### src/rtl/flop_arb_pkg.sv
// Shared types and default constants for the flop_arbiter codebase slice.
package flop_arb_pkg;

    typedef enum logic {IDLE, LOCKED} arb_state_e;

    localparam int NREQ_DEF  = 4;
    localparam int WIDTH_DEF = 8;
    localparam int CNT_W     = 8;

endpackage

### src/rtl/flop_reg.sv
// Shared WIDTH-bit register with load enable and synchronous active-low reset to 0.
module flop_reg
    import flop_arb_pkg::*;
#(
    parameter int WIDTH = WIDTH_DEF
) (
    input  logic             clk,
    input  logic             reset,
    input  logic             load,
    input  logic [WIDTH-1:0] d,
    output logic [WIDTH-1:0] q
);

    always_ff @(posedge clk) begin
        if (!reset)
            q <= '0;
        else if (load)
            q <= d;
    end

endmodule

### src/rtl/flop_arbiter.sv
// Round-robin arbiter with lock for a shared register (flop_reg).
// Optional per-requester saturating grant counters when FLOP_ARB_CNT_EN is defined.
//
// state  | meaning
// IDLE   | round-robin search from ptr among all requesters
// LOCKED | only requester owner is eligible; ptr frozen
module flop_arbiter
    import flop_arb_pkg::*;
#(
    parameter int NREQ  = NREQ_DEF,
    parameter int WIDTH = WIDTH_DEF,
    localparam int PW   = $clog2(NREQ)
) (
    input  logic                  clk,
    input  logic                  reset,
    input  logic [NREQ-1:0]       req,
    input  logic [NREQ-1:0]       lock,
    input  logic [NREQ*WIDTH-1:0] wdata,
`ifdef FLOP_ARB_CNT_EN
    input  logic [PW-1:0]         cnt_sel,
    input  logic                  cnt_clr,
    output logic [CNT_W-1:0]      cnt_out,
`endif
    output logic [NREQ-1:0]       gnt,
    output logic [WIDTH-1:0]      qout,
    output logic [PW-1:0]         owner,
    output logic                  locked
);

    arb_state_e    state, state_nxt;
    logic [PW-1:0] ptr, ptr_nxt, owner_nxt, gidx;
    logic          load;

    function automatic logic [PW-1:0] wrap_inc(input logic [PW-1:0] i);
        return (i == PW'(NREQ - 1)) ? '0 : i + 1'b1;
    endfunction

    always_comb begin : arb_comb
        int  idx;
        logic found;
        idx       = 0;
        found     = 1'b0;
        gnt       = '0;
        gidx      = '0;
        state_nxt = state;
        ptr_nxt   = ptr;
        owner_nxt = owner;
        if (state == IDLE) begin
            for (int k = 0; k < NREQ; k++) begin
                idx = int'(ptr) + k;
                if (idx >= NREQ)
                    idx = idx - NREQ;
                if (!found && req[idx]) begin
                    found = 1'b1;
                    gidx  = PW'(idx);
                end
            end
            if (found) begin
                gnt[gidx] = 1'b1;
                owner_nxt = gidx;
                ptr_nxt   = wrap_inc(gidx);
                if (lock[gidx])
                    state_nxt = LOCKED;
            end
        end else begin
            gidx       = owner;
            gnt[owner] = req[owner];
            // Lock released: leave whether or not a final write happens this cycle.
            if (!lock[owner]) begin
                state_nxt = IDLE;
                ptr_nxt   = wrap_inc(owner);
            end
        end
        if (!reset)
            gnt = '0;
    end

    always_ff @(posedge clk) begin
        if (!reset) begin
            state <= IDLE;
            ptr   <= '0;
            owner <= '0;
        end else begin
            state <= state_nxt;
            ptr   <= ptr_nxt;
            owner <= owner_nxt;
        end
    end

    assign load   = |gnt;
    assign locked = (state == LOCKED);

    flop_reg #(.WIDTH(WIDTH)) u_reg (
        .clk   (clk),
        .reset (reset),
        .load  (load),
        .d     (wdata[gidx*WIDTH +: WIDTH]),
        .q     (qout)
    );

`ifdef FLOP_ARB_CNT_EN
    logic [CNT_W-1:0] cnt [NREQ];

    always_ff @(posedge clk) begin
        if (!reset || cnt_clr) begin
            for (int i = 0; i < NREQ; i++)
                cnt[i] <= '0;
        end else begin
            for (int i = 0; i < NREQ; i++)
                if (gnt[i] && (cnt[i] != '1))
                    cnt[i] <= cnt[i] + CNT_W'(1);
        end
    end

    assign cnt_out = (int'(cnt_sel) < NREQ) ? cnt[cnt_sel] : '0;
`endif

endmodule

### config.mk
export PLATFORM = sky130hd
export DESIGN_NAME = flop_arbiter
export DESIGN_NICKNAME = d
export VERILOG_FILES = /design/src/rtl/flop_arb_pkg.sv /design/src/rtl/flop_reg.sv /design/src/rtl/flop_arbiter.sv
export SDC_FILE = /design/constraint.sdc
export NUM_CORES = 1
export LEC_CHECK = 0
export ABC_AREA = 1
export CORE_MARGIN = 2
export CORE_UTILIZATION = 35
export CTS_CLUSTER_DIAMETER = 200
export DETAILED_ROUTE_END_ITERATION = 10
export DONT_BUFFER_PORTS = 1
export SETUP_SLACK_MARGIN = 0.15
export SYNTH_ARGS = -nofsm -noshare
export SYNTH_HDL_FRONTEND = slang
export SYNTH_SLANG_ARGS = --single-unit
### constraint.sdc
create_clock -name clk -period 5 [get_ports clk]
set_input_delay 0.5 -clock clk [delete_from_list [all_inputs] [get_ports clk]]
set_output_delay 0.5 -clock clk [all_outputs]
set_load 0.005 [all_outputs]
==> summary.md <==
| Metric | Value |
|---|---|
| Post-CTS sizing | 0 |
| Sequential share of the synthesized area | 15.2% |
| Netlist cell types | 26 |
| Postcts setup bufs | 0 |
| Port buffer count | 0 |
| Final nets | 341 |
| Area grow syn2layout | 3.07% |
| DR WL/cell | 10.8 µm |
| Die Area | 5460 µm² |
| Layout cells sized above 1 | 17.2% |
| # rows | 25 |
| Final period util | 54.9% |
| Placed cells | 353 |
| Post-DP HPWL | 3210 µm |
| Die width | 73.9 µm |
| Power Density | 788 nW/µm² |
| Critical path cell sequence | inv_6 > nand2_2 > nand2_2 > nand2_1 > nand2_2 > nor2_8 > nand3_1 > nand3_1 > nand2_1 > inv_1 > ha_1 > nand3_1 > nand2_1 > nand2_1 > inv_1 |
| CTS sink cnt | 13 |
| Post-synth ARST share | 0% |
| Worst Path Buf+Inv | 3 |
| Core Util, Final | 37.3% |
| Worst hold slack | 0.390 ns |
| Clock network fraction of total power | 6.8% |
| Tightest Hold Check Type | in2reg |
| Root Driver | clkbuf_8 |
| Initial Util | 36.2% |
| Max_slew headroom | 57.4% |
| Vias | 1610 |
| Vias in the first global route | 1420 |
| Die height | 73.9 µm |
| Number of flops mapped to enable cells by yosys | 0 |
| Ys Warns | 0 |
| Largest stage delay, worst path | 0.57 ns |
| Setup Crit Path Kind | reg2out |
| Layout Cells excl Fill | 357 |
| DR iter-0 viols | 110 |
| Setup TNS Final | 0 ns |
| Ys flop type | dfxtp_1 |
| Total CTS buffers | 3 |
| Post-synth top cells | nand2_1, inv_1, nand3_1 |
| Drt first pass iters | 7 |
| Detailed Route WL | 3850 µm |
| # setup viols final | 0 |
| Top sig layer | met4 |
| GRT Overall Usage | 14.7% |
| Critical Path RT | 4.50 ns |
| Fmax achieved | 0.364 GHz |
| #FFs+latches synth | 13 |
| Leak | 1.02 nW |
| Antenna diodes | 0 |
| Worst path slowest cell | dfxtp_1 |
| Total core area | 4720 µm² |
| Startpoint Class | flip-flop |
| Delay-heaviest family, CP | simple AND/OR/NAND/NOR gates |
| Int Pwr | 0.563 mW |
| Sequential share of power | 14.7% |
| Cell with the most instances after synthesis | nand2_1 |
| Post-synth top area cell | nand2_1 |
| Synthesized net count | 343 |
| Fillers | 529 |
| Post-detailed-route via-to-cell ratio | 4.51 |
| Metal-1 WL | 1880 µm |
| H-tree lvl count | 1 |
| Final hold violations | 0 |
| Crit path time final | 2.75 ns |
| Clock-pin slew on the worst setup and hold paths | 0.06 ns |
| Max cap viols | 0 |
| Detail Route met2 WL | 1730 µm |
| Crit end category | output pin |
| Maximum clock path buffer count | 2 |
| Synth Instances | 293 |
| Post-synthesis area per instance | 5.83 µm² |
| Crit path DAT | 2.25 ns |
| Area share of the largest cell type after synthesis | 19.3% |
| Synth Cell Area | 1710 µm² |
| Pins over their slew limit | 0 |
| Most Frequent Cell on Critical Path | nand2_1 |
| Status | finished, final reports clean |
| RePlAce Congestion | 0.806 |
| CP Max Fanout | 10 |
| Synth top area cells | nand2_1, dfxtp_1, nand3_1 |
| CTS Hold Bufs | 0 |
| Ports | 57 |
| Clock skew | 0.00673 ns |
| Largest net degree at the start of global routing | 19 |
| Drt drc | 0 |
| Grt ovf | 0 |
| Worst-skew pair later-pin latency | 0.24 ns |
| Antenna-violating nets left | 0 |
| Sw power | 0.825 mW |
| RSZ-0062 raised after global routing | no |
| Logic pwr share | 78.5% |
| Max IR drop VDD | 0.238 mV |
| Worst-Margin Slew | 0.638 ns |
| Switching Share | 59.5% |
| Initial antenna violation count | 0 |
| Met3 routed WL | 195 µm |
| First-pass GRT wire length | 6420 µm |
| TritonCTS clock tree | built |
[logic make-up (layout without fill, tap and decap cells)]
logic type / Yosys count / in the layout / synth area share, %
adders and majority gates: 8 / 8 / 5.86
and+or+nand+nor: 185 / 185 / 55.2
AOI/OAI and AO/OA: 16 / 16 / 4.90
buffers and inverters: 71 / 68 / 18.8
DFF: 13 / 13 / 15.2
[final timing paths]
check        startpoint         end  slack [ns]  depth (start not counted)
min               reset  u_reg.q[3]        0.39                          2
max              ptr[0]      gnt[3]        2.25                         15
min reg2reg  u_reg.q[6]  u_reg.q[6]        0.55                          4
max reg2reg      ptr[0]  u_reg.q[7]        2.39                         18
[cells in the final DEF (no fill, tap or decap), types with 3 or more instances in the layout]
cell type | netlist | routed
o21ai_0 | 6 | 6
inv_1 | 59 | 59
a21oi_1 | 7 | 7
nand2_2 | 20 | 20
nand3_1 | 51 | 51
nor2_2 | 17 | 17
dfxtp_1 | 13 | 13
ha_1 | 8 | 8
clkbuf_8 | 0 | 3
nand2_1 | 88 | 88
[per-stage QoR]
step | power (mW) | setup WS (ns) | area [µm²]
floorplan | 1.22 | 2.70 | 1710
global placement | 1.30 | 2.43 | 1720
detailed placement | 1.31 | 2.39 | 1720
CTS | 1.40 | 2.24 | 1760
global route | 1.57 | 2.00 | 1760
finish | 1.39 | 2.25 | 1760
[flip-flops by register name, summed over array words and instances, names as in the netlist]
| register | flops |
|---|---|
| locked | 1 |
| owner | 2 |
| ptr | 2 |
| u_reg.q | 8 |
[cell type report]
type	count	area [µm²]	share of cell area, %
multi-input cells	209	1130	64.0
flip-flops and latches	13	260	14.8
inverters	64	245	13.9
well taps	67	83.8	4.76
clock buffers	4	45.0	2.56
[power by group through the flow]
stage / logic, mW / clock network, mW / registers (mW)
2_1_floorplan: 1.04 / 0 / 0.180
3_3_place_gp: 1.09 / 0 / 0.207
3_5_place_dp: 1.10 / 0 / 0.209
4_1_cts: 1.10 / 0.0973 / 0.206
5_1_grt: 1.25 / 0.102 / 0.214
6_report: 1.09 / 0.0940 / 0.204
[routing by layer]
metal  track usage (%)  up-vias
li1                  -      882
met1              20.9      683
met2              22.5       41
met3              3.16        4
met4              3.64        0
met5                 0        -
Power figures use the tool's default switching activity.
